--- config.mk ---
export PLATFORM = sky130hd
export DESIGN_NAME = nunchuck_input_conditioner
export DESIGN_NICKNAME = d
export VERILOG_FILES = /design/src/rtl/nunchuck_pkg.sv /design/src/rtl/button_debouncer.sv /design/src/rtl/nunchuck_input_conditioner.sv
export SDC_FILE = /design/constraint.sdc
export NUM_CORES = 1
export LEC_CHECK = 0
export ABC_CLOCK_PERIOD_IN_PS = 2500
export CAP_MARGIN = 10
export CORE_MARGIN = 3
export CORE_UTILIZATION = 45
export DETAILED_ROUTE_END_ITERATION = 12
export PLACE_DENSITY = 0.65
export SLEW_MARGIN = 10
export SYNTH_ARGS = -nofsm -noshare
export SYNTH_HDL_FRONTEND = slang
export SYNTH_HIERARCHICAL = 1
export SYNTH_SLANG_ARGS = --single-unit
--- constraint.sdc ---
create_clock -name clkin -period 2.5 [get_ports clkin]
set_input_delay 0.5 -clock clkin [delete_from_list [all_inputs] [get_ports clkin]]
set_output_delay 0.5 -clock clkin [all_outputs]
set_load 0.02 [all_outputs]
--- src/rtl/nunchuck_pkg.sv ---
// Shared types and helpers for the nunchuck input conditioner.
// Holds the FSM state type, the stick sample type and the per-axis centring/saturation function.
package nunchuck_pkg;

  typedef enum logic [1:0] {SETTLE, ACC, RUN} cond_state_t;

  typedef logic signed [7:0] stick_t;

  localparam int STICK_MAX = 127;

  // Centre one axis, clamp to +/-STICK_MAX and squash small deflections to zero.
  function automatic stick_t condition_axis(input logic [7:0] raw, input logic [7:0] centre,
                                            input int unsigned deadzone);
    logic signed [8:0] d;
    logic signed [8:0] sat;
    logic [8:0]        mag;
    d = $signed({1'b0, raw}) - $signed({1'b0, centre});
    if (int'(d) > STICK_MAX) begin
      sat = 9'(STICK_MAX);
    end else if (int'(d) < -STICK_MAX) begin
      sat = 9'(-STICK_MAX);
    end else begin
      sat = d;
    end
    mag = sat[8] ? 9'(-sat) : 9'(sat);
    if ({23'b0, mag} < deadzone) begin
      return '0;
    end
    return $signed(sat[7:0]);
  endfunction

endpackage

--- src/rtl/button_debouncer.sv ---
// Counter-based debouncer: the stable level follows raw only after raw has differed
// for DEBOUNCE_CYCLES consecutive cycles; rise pulses for one cycle on a 0->1 flip.
module button_debouncer #(
  parameter int unsigned DEBOUNCE_CYCLES = 250000
) (
  input  logic clkin,
  input  logic rst,
  input  logic raw,
  output logic level,
  output logic rise
);

  localparam int unsigned CNT_W = (DEBOUNCE_CYCLES > 1) ? $clog2(DEBOUNCE_CYCLES) : 1;
  localparam logic [CNT_W-1:0] CNT_LAST = CNT_W'(DEBOUNCE_CYCLES - 1);

  logic [CNT_W-1:0] cnt;

  always_ff @(posedge clkin or posedge rst) begin
    if (rst) begin
      cnt   <= '0;
      level <= 1'b0;
      rise  <= 1'b0;
    end else begin
      rise <= 1'b0;
      if (raw == level) begin
        cnt <= '0;
      end else if (cnt == CNT_LAST) begin
        level <= raw;
        rise  <= raw;
        cnt   <= '0;
      end else begin
        cnt <= cnt + 1'b1;
      end
    end
  end

endmodule

--- src/rtl/nunchuck_input_conditioner.sv ---
// Per-player nunchuck conditioner: calibrates the stick rest position, then reports centred,
// saturated, dead-zoned stick values and debounced Z/C buttons with press pulses.
module nunchuck_input_conditioner
  import nunchuck_pkg::*;
#(
  parameter int unsigned DEBOUNCE_CYCLES = 250000,
  parameter int unsigned SAMPLE_DIV      = 50000,
  parameter int unsigned SETTLE_TICKS    = 64,
  parameter int unsigned CAL_LOG2        = 4,
  parameter int unsigned DEADZONE        = 8
) (
  input  logic              clkin,
  input  logic              rst,
  input  logic [7:0]        stick_x_raw,
  input  logic [7:0]        stick_y_raw,
  input  logic              z_raw,
  input  logic              c_raw,
  input  logic              recal,
  output logic signed [7:0] stick_x,
  output logic signed [7:0] stick_y,
  output logic              z_btn,
  output logic              c_btn,
  output logic              z_press,
  output logic              c_press,
  output logic              cal_done
);

  localparam int unsigned DIV_W    = (SAMPLE_DIV > 1) ? $clog2(SAMPLE_DIV) : 1;
  localparam int unsigned SETTLE_W = (SETTLE_TICKS > 1) ? $clog2(SETTLE_TICKS) : 1;
  localparam int unsigned SAMP_W   = (CAL_LOG2 > 0) ? CAL_LOG2 : 1;
  localparam int unsigned SUM_W    = 8 + CAL_LOG2;

  localparam logic [DIV_W-1:0]    DIV_LAST    = DIV_W'(SAMPLE_DIV - 1);
  localparam logic [SETTLE_W-1:0] SETTLE_LAST = SETTLE_W'(SETTLE_TICKS - 1);
  localparam logic [SAMP_W-1:0]   SAMP_LAST   = SAMP_W'((1 << CAL_LOG2) - 1);

  cond_state_t         state;
  logic [DIV_W-1:0]    div_cnt;
  logic                tick;
  logic [SETTLE_W-1:0] settle_cnt;
  logic [SAMP_W-1:0]   samp_cnt;
  logic [SUM_W-1:0]    sum_x;
  logic [SUM_W-1:0]    sum_y;
  logic [SUM_W-1:0]    next_sum_x;
  logic [SUM_W-1:0]    next_sum_y;
  logic [7:0]          centre_x;
  logic [7:0]          centre_y;
  logic                z_level;
  logic                z_rise;
  logic                c_level;
  logic                c_rise;

  assign tick       = (div_cnt == DIV_LAST);
  assign next_sum_x = sum_x + SUM_W'(stick_x_raw);
  assign next_sum_y = sum_y + SUM_W'(stick_y_raw);

  // A recalibration restarts the sample grid so the settle period is a full one.
  always_ff @(posedge clkin or posedge rst) begin
    if (rst) begin
      div_cnt <= '0;
    end else if (recal || tick) begin
      div_cnt <= '0;
    end else begin
      div_cnt <= div_cnt + 1'b1;
    end
  end

  always_ff @(posedge clkin or posedge rst) begin
    if (rst) begin
      state      <= SETTLE;
      settle_cnt <= '0;
      samp_cnt   <= '0;
      sum_x      <= '0;
      sum_y      <= '0;
      centre_x   <= 8'd128;
      centre_y   <= 8'd128;
      stick_x    <= '0;
      stick_y    <= '0;
    end else if (recal) begin
      state      <= SETTLE;
      settle_cnt <= '0;
      samp_cnt   <= '0;
      sum_x      <= '0;
      sum_y      <= '0;
      stick_x    <= '0;
      stick_y    <= '0;
    end else begin
      stick_x <= '0;
      stick_y <= '0;
      unique case (state)
        SETTLE: begin
          if (tick) begin
            if (settle_cnt == SETTLE_LAST) begin
              state      <= ACC;
              settle_cnt <= '0;
              samp_cnt   <= '0;
              sum_x      <= '0;
              sum_y      <= '0;
            end else begin
              settle_cnt <= settle_cnt + 1'b1;
            end
          end
        end
        ACC: begin
          if (tick) begin
            sum_x <= next_sum_x;
            sum_y <= next_sum_y;
            if (samp_cnt == SAMP_LAST) begin
              // Top 8 bits of the full sum are the average.
              centre_x <= next_sum_x[SUM_W-1 -: 8];
              centre_y <= next_sum_y[SUM_W-1 -: 8];
              state    <= RUN;
            end else begin
              samp_cnt <= samp_cnt + 1'b1;
            end
          end
        end
        RUN: begin
          stick_x <= condition_axis(stick_x_raw, centre_x, DEADZONE);
          stick_y <= condition_axis(stick_y_raw, centre_y, DEADZONE);
        end
        default: state <= SETTLE;
      endcase
    end
  end

  button_debouncer #(
    .DEBOUNCE_CYCLES(DEBOUNCE_CYCLES)
  ) u_z_debounce (
    .clkin(clkin),
    .rst  (rst),
    .raw  (z_raw),
    .level(z_level),
    .rise (z_rise)
  );

  button_debouncer #(
    .DEBOUNCE_CYCLES(DEBOUNCE_CYCLES)
  ) u_c_debounce (
    .clkin(clkin),
    .rst  (rst),
    .raw  (c_raw),
    .level(c_level),
    .rise (c_rise)
  );

  // A flip that happened before RUN has already pulsed, so a held button stays silent.
  assign cal_done = (state == RUN);
  assign z_btn    = z_level & cal_done;
  assign c_btn    = c_level & cal_done;
  assign z_press  = z_rise & cal_done;
  assign c_press  = c_rise & cal_done;

endmodule

After elaboration in Yosys (flattened, before gate mapping)
Cells that the tools add are included.
{"block": "word_totals", "reg_bits": 124, "input_bits": 21, "output_inout_bits": 21, "word_cells": 124}
{"block": "classes", "add_sub_neg": 11, "order_cmp": 6, "n_eq_ne": 15, "mux": 57, "bitwise_logic": 7, "reduce_logical": 12}
{"op": "$mux 9", "count": 10}
{"op": "$mux 12", "count": 6}
{"op": "$mux 18", "count": 4}
{"op": "$mux 8", "count": 8}
{"op": "$pmux 12 s2", "count": 2}
{"op": "$add 18x1->18 const B", "count": 2}
{"op": "$eq 18x18->1 const B", "count": 2}
{"op": "$add 12x8->12", "count": 2}
{"op": "$mux 6", "count": 4}
{"op": "$mux 4", "count": 5}
{"op": "$gt 9x8->1 const B", "count": 2}
{"op": "$lt 9x4->1 const B", "count": 2}
{"op": "$lt 9x8->1 const B", "count": 2}
{"op": "$neg 9->9", "count": 2}
{"op": "$sub 8x8->9", "count": 2}
{"op": "$add 16x1->16 const B", "count": 1}
{"op": "$eq 16x16->1 const B", "count": 1}
{"op": "$mux 16", "count": 1}
{"op": "$ne 3x3->1 const B", "count": 5}
{"op": "$mux 1", "count": 10}
{"op": "$mux 2", "count": 5}
{"op": "$reduce_and 5->1", "count": 2}
{"op": "$pmux 4 s2", "count": 1}
{"op": "$reduce_and 4->1", "count": 2}
{"op": "16 further kinds", "count": 25}

Depth between registers and ports, before layout
{"block": "depth", "depth_word": 15, "mapped_depth": 10, "ltp_nobuf": 9}

Cells and area by module
Netlist, hierarchy kept.
{"module": "nunchuck_input_conditioner", "instances": 1, "cells_per_inst": 580, "area_each_um2": 5361.4, "seq_area_each_um2": 2104.5}
{"module": "button_debouncer", "instances": 2, "cells_per_inst": 97, "area_each_um2": 997.2, "seq_area_each_um2": 500.5}

Worst setup path after synthesis
OpenSTA, ideal clock, no wires.
{"block": "synth_path", "path_kind": "input port to flip-flop", "start": "in stick_y_raw[1]", "end": "reg stick_y[1]", "setup_ns": 0.130, "arrival_time_ns": 2.351, "t_required_ns": 2.370, "slack_ns": 0.019, "cell_stages": 8, "n_path_buf": 0, "cell_sequence": "ha_1 -> and2b_1 -> o2111ai_1 -> nand4_1 -> nand2_1 -> or3b_2 -> o221ai_2 -> nor2_1"}
{"block": "synth_between", "elab_chain_cells": 15, "word_cells_on_any_way": 16, "cone_classes": "2 x add/sub; 3 x order compare; 11 x mux"}
{"item": "start, declared", "line_no": "nunchuck_input_conditioner.sv:15", "source": "input logic [7:0] stick_y_raw,"}
{"item": "$sub 8x8->9 (*)", "line_no": "nunchuck_pkg.sv:17", "source": "d = $signed({1'b0, raw}) - $signed({1'b0, centre});"}
{"item": "$lt 9x8->1", "line_no": "nunchuck_pkg.sv:20", "source": "end else if (int'(d) < -STICK_MAX) begin"}
{"item": "$mux 9", "line_no": "nunchuck_pkg.sv:20"}
{"item": "$mux 9 (*)", "line_no": "nunchuck_pkg.sv:18", "source": "if (int'(d) > STICK_MAX) begin"}
{"item": "$mux 9 (*)", "line_no": "nunchuck_input_conditioner.sv:90", "source": "unique case (state)"}
{"item": "$mux 9 (*)", "line_no": "nunchuck_input_conditioner.sv:79", "source": "end else if (recal) begin"}
{"item": "$neg 9->9", "line_no": "nunchuck_pkg.sv:25", "source": "mag = sat[8] ? 9'(-sat) : 9'(sat);"}
{"item": "$mux 9", "line_no": "nunchuck_pkg.sv:25"}
{"item": "$lt 9x4->1", "line_no": "nunchuck_pkg.sv:26", "source": "if ({23'b0, mag} < deadzone) begin"}
{"item": "$mux 1", "line_no": "nunchuck_pkg.sv:26"}
{"item": "$mux 1", "line_no": "nunchuck_input_conditioner.sv:90"}
{"item": "$mux 1", "line_no": "nunchuck_input_conditioner.sv:79"}
{"item": "$mux 8 (*)", "line_no": "nunchuck_pkg.sv:29", "source": "return $signed(sat[7:0]);"}
{"item": "$mux 8 (*)", "line_no": "nunchuck_input_conditioner.sv:90"}
{"item": "$mux 8 (*)", "line_no": "nunchuck_input_conditioner.sv:79"}
{"item": "end signal, assigned", "line_no": "nunchuck_input_conditioner.sv:120", "source": "stick_y <= condition_axis(stick_y_raw, centre_y, DEADZONE);"}
{"item": "end, declared", "line_no": "nunchuck_input_conditioner.sv:20", "source": "output logic signed [7:0] stick_y,"}
Mark *: on every way between the ends. The rest lies on a longest branch, timed or not. The select of a mux whose other input is x is not followed.
A chain may end at the register's enable or synchronous reset.

Worst setup path in the final report
{"block": "layout_path", "start": "reg centre_x[5]", "end": "reg stick_x[7]"}
{"block": "layout_between", "elab_chain_cells": 15, "word_cells_on_any_way": 16, "cone_classes": "2 x add/sub; 3 x order compare; 11 x mux"}
{"item": "start, declared", "line_no": "nunchuck_input_conditioner.sv:46", "source": "logic [7:0] centre_x;"}
{"item": "start signal, assigned", "line_no": "nunchuck_input_conditioner.sv:110", "source": "centre_x <= next_sum_x[SUM_W-1 -: 8];"}
{"item": "$sub 8x8->9 (*)", "line_no": "nunchuck_pkg.sv:17"}
{"item": "$lt 9x8->1", "line_no": "nunchuck_pkg.sv:20"}
{"item": "$mux 9", "line_no": "nunchuck_pkg.sv:20"}
{"item": "$mux 9 (*)", "line_no": "nunchuck_pkg.sv:18"}
{"item": "$mux 9 (*)", "line_no": "nunchuck_input_conditioner.sv:90"}
{"item": "$mux 9 (*)", "line_no": "nunchuck_input_conditioner.sv:79"}
{"item": "$neg 9->9", "line_no": "nunchuck_pkg.sv:25"}
{"item": "$mux 9", "line_no": "nunchuck_pkg.sv:25"}
{"item": "$lt 9x4->1", "line_no": "nunchuck_pkg.sv:26"}
{"item": "$mux 1", "line_no": "nunchuck_pkg.sv:26"}
{"item": "$mux 1", "line_no": "nunchuck_input_conditioner.sv:90"}
{"item": "$mux 1", "line_no": "nunchuck_input_conditioner.sv:79"}
{"item": "$mux 8 (*)", "line_no": "nunchuck_pkg.sv:29"}
{"item": "$mux 8 (*)", "line_no": "nunchuck_input_conditioner.sv:90"}
{"item": "$mux 8 (*)", "line_no": "nunchuck_input_conditioner.sv:79"}
{"item": "end signal, assigned", "line_no": "nunchuck_input_conditioner.sv:119", "source": "stick_x <= condition_axis(stick_x_raw, centre_x, DEADZONE);"}
{"item": "end, declared", "line_no": "nunchuck_input_conditioner.sv:19", "source": "output logic signed [7:0] stick_x,"}
Marked as above.

==> flow_summary_export.csv <==
group,metric,value,unit
synth,syn-num-nets,836,
placement,numPlacedInstances,1123,
sta,hold_ws,0.470,ns
floorplanning,io_pins,42,
synth,yosysWarnings,6,
detailed_routing,wl_met2,8870,um
global_routing,grt.overflow.total,0,
final_layout,final_common_cell,"dfrtp_1",
final_layout,n_fill_cell,1323,
sta,post-route-min-period,2.46,ns
cts,clkTransAtPathRegs,0.06,ns
global_routing,grt_pass1_vias,6566,
power_and_ir_drop,pwr_density_cell,517,nW/um2
final_layout,area_growth_syn_to_layout,33.9,%
cts,cts.htree.levels,4,
synth,netlist_instances,774,
floorplanning,core_area,15900,um2
cts,clock_latency,0.42,ns
sta,setup_viol,0,
critical_path,crit_required,2.85,ns
floorplanning,die_height,134,um
synth,ys.flop_type,"dfrtp_1",
final_layout,seq_area,3110,um2
final_layout,layout_common_cells,"dfrtp_1 (122), buf_4 (115), nor2_1 (83)",
synth,ys_seq_area_share,42.2,%
sta,hold_viol_final,0,
sta,relSlewSlack,49.5,%
detailed_routing,wl_met3,525,um
critical_path,timing.rr.start,"centre_x[5]",
detailed_routing,via_count,6351,
sta,fmax,407,MHz
sta,worstMarginPinSlew,0.756,ns
global_routing,antenna_found_initial,0,
detailed_routing,drc_errors,0,
min_path,holdPathEnd,"div_cnt[0]",
status,status,"complete, no violations",
sta,fin_skew,0.00789,ns
power_and_ir_drop,peakVddDrop,0.492,mV
final_layout,fin_area,9850,um2
min_path,min_path_type,"flip-flop to flip-flop",
global_routing,grt_pass1_wl,30000,um
final_layout,final_layout_size_suffix_gt1_share,24.7,%
detailed_routing,first_pass_iters,5,
detailed_routing,ant_nets,0,
critical_path,cp-start-kind,"flip-flop",
critical_path,r2r-end,"stick_x[7]",
critical_path,r2r_cells,10,
global_routing,grtUsageTotal,20.3,%
critical_path,critPathCaptureType,"flip-flop",
critical_path,critPathArrivalTime,2.80,ns
cts,root_buffer,"clkbuf_16",
synth,synthArstFlopShare,100,%
run,cap_violations,0,
cts,cts.sinks,124,
placement,pre_cts_ws,-0.736,ns
detailed_routing,met1_length,7590,um
sta,period_share,98.3,%
final_layout,antenna_cells,0,
detailed_routing,routedWlPerCell,14.9,um
sta,rsz0062_at_grt,"yes",
placement,dpl_cell_area,8800,um2
floorplanning,die-width,134,um
final_layout,multi_input_area,4400,um2
min_path,worstHoldStart,"div_cnt[0]",
power_and_ir_drop,p_leak,4.28,nW
floorplanning,die_area,17900,um2
sta,slew_viol_final,0,
floorplanning,rows,46,
synth,syn_avg_cell_area,9.50,um2
detailed_routing,wl,17400,um
placement,hpwl,12800,um
critical_path,crit_fanout,7,
synth,netlist_area,7360,um2
cts,cts_max_path_buffers,2,
synth,synth_edf_count,0,
detailed_routing,drt-initial-drc-count,207,
min_path,whs_path_depth,1,
synth,ys_ff_latch,124,
placement,portBuffers,41,
floorplanning,initial_core_util,46.1,%
placement,gp_congestion,0.894,
synth,ys_types,75,
global_routing,grt_max_degree,49,
sta,worst_slack,0.0437,ns
critical_path,reg2reg_slack,0.04,ns
critical_path,worstSetupPathType,"flip-flop to flip-flop",
detailed_routing,dr.max_layer_used,"met4",
cts,cts_buffers,17,
final_layout,nets,999,
detailed_routing,vias_per_cell,5.45,
final_layout,final_cells,1166,
cts,cts_tree,"built",
## per-layer routing
metal,global-route usage (%),vias to the layer above
met1,24.9,3074
met4,8.17,0
met5,0,-
li1,-,3123
met2,35.4,115
met3,3.64,39
## where the power goes
group / leakage [nW] / internal (mW) / total (mW) / switching (mW)
clock network: 0.284 / 1.51 / 2.45 / 0.942
logic: 2.28 / 0.288 / 0.588 / 0.300
registers: 1.71 / 2.03 / 2.05 / 0.0213
total: 4.28 / 3.83 / 5.09 / 1.26
## critical path: stages (launching register included)
cell and delay, ns:
dfrtp_1 0.39, inv_2 0.08, ha_4 0.21, a21o_4 0.25, buf_6 0.12, o41ai_4 0.38, nor2_1 0.11, a21o_1 0.21
o41ai_4 0.30, buf_6 0.17, o211a_1 0.16
## registers in the layout (all words and copies together) (netlist names)
name and cells:
centre_x 8, centre_y 8, div_cnt 16, samp_cnt 4
settle_cnt 6, state 2, stick_x 8, stick_y 8
sum_x 12, sum_y 12, u_c_debounce/cnt 18, u_c_debounce/level 1
u_c_debounce/rise 1, u_z_debounce/cnt 18, u_z_debounce/level 1, u_z_debounce/rise 1
## repair_timing
item / 4_1_cts / 5_1_grt
cloned: 0 / 0
buffers inserted: 8 / 3
hold buffers: 0 / 0
endpoints found under the setup margin: 24 / 21
endpoints found under the hold margin: 0 / 0
gates resized for setup: 43 / 33
pin swaps: 21 / 11
## how the worst max path moves through the flow
stage                    from         end  depth (start not counted)
2_1_floorplan  stick_y_raw[1]  stick_y[1]                          8
3_3_place_gp   stick_x_raw[0]  stick_x[7]                          9
3_5_place_dp   stick_x_raw[0]  stick_x[0]                         10
4_1_cts        stick_x_raw[3]  stick_x[7]                          8
5_1_grt           centre_y[1]  stick_y[6]                          9
6_report          centre_x[5]  stick_x[7]                         10
## Yosys cell counts (all sizes together), types with 7 or more instances
| cell | number | share of area, % |
|---|---|---|
| nor3 | 23 | 1.7 |
| a21o | 7 | 0.71 |
| o21ai | 45 | 3.1 |
| or2 | 8 | 0.68 |
| nand2b | 7 | 0.60 |
| and3 | 11 | 0.97 |
| a31oi | 9 | 0.77 |
| nor2b | 8 | 0.68 |
| xnor2 | 45 | 5.4 |
| inv | 31 | 1.6 |
| nand4 | 18 | 1.7 |
| clkbuf | 9 | 0.48 |
| ha | 39 | 6.6 |
| dfrtp | 122 | 42 |
| a21oi | 30 | 2.1 |
| and2 | 8 | 0.71 |
| buf | 8 | 0.85 |
| xor2 | 28 | 3.3 |
| nand2 | 68 | 3.5 |
| o31ai | 19 | 1.9 |
| or4 | 10 | 1.2 |
| nor2 | 87 | 4.5 |
| or3 | 11 | 0.94 |
| o21a | 7 | 0.71 |
| nand3 | 37 | 2.5 |
| nor4 | 15 | 1.3 |
## metrics by stage
step | setup TNS [ns] | utilization [%] | power (mW)
after global placement | -15.69 | 55.2 | 2.58
after global routing | -0.177 | 61.8 | 5.32
final | 0 | 61.8 | 5.09
after floorplan | 0 | - | 2.36
after CTS | 0 | 60.6 | 5.12
after detailed placement | -17.68 | 55.2 | 2.60
## area by class of cell
| cell class | count | area share, % |
|---|---|---|
| clock buffer | 18 | 4.46 |
| clock inverter | 14 | 1.60 |
| inverter | 31 | 1.22 |
| multi-input combinational | 602 | 44.7 |
| sequential | 124 | 31.5 |
| tap | 216 | 2.74 |
| timing repair buffer | 161 | 13.8 |
## logic make-up after synthesis
logic type,Yosys count,share of synthesized area (%)
AOI/OAI and AO/OA,155,14.8
xor gates and xnor gates,73,8.69
adders and majority gates,41,7.18
buffers and inverters,48,2.91
DFF,124,42.2
muxes,6,1.09
and+or+nand+nor,327,23.1
Note: power is estimated with default switching activity, not from simulation.
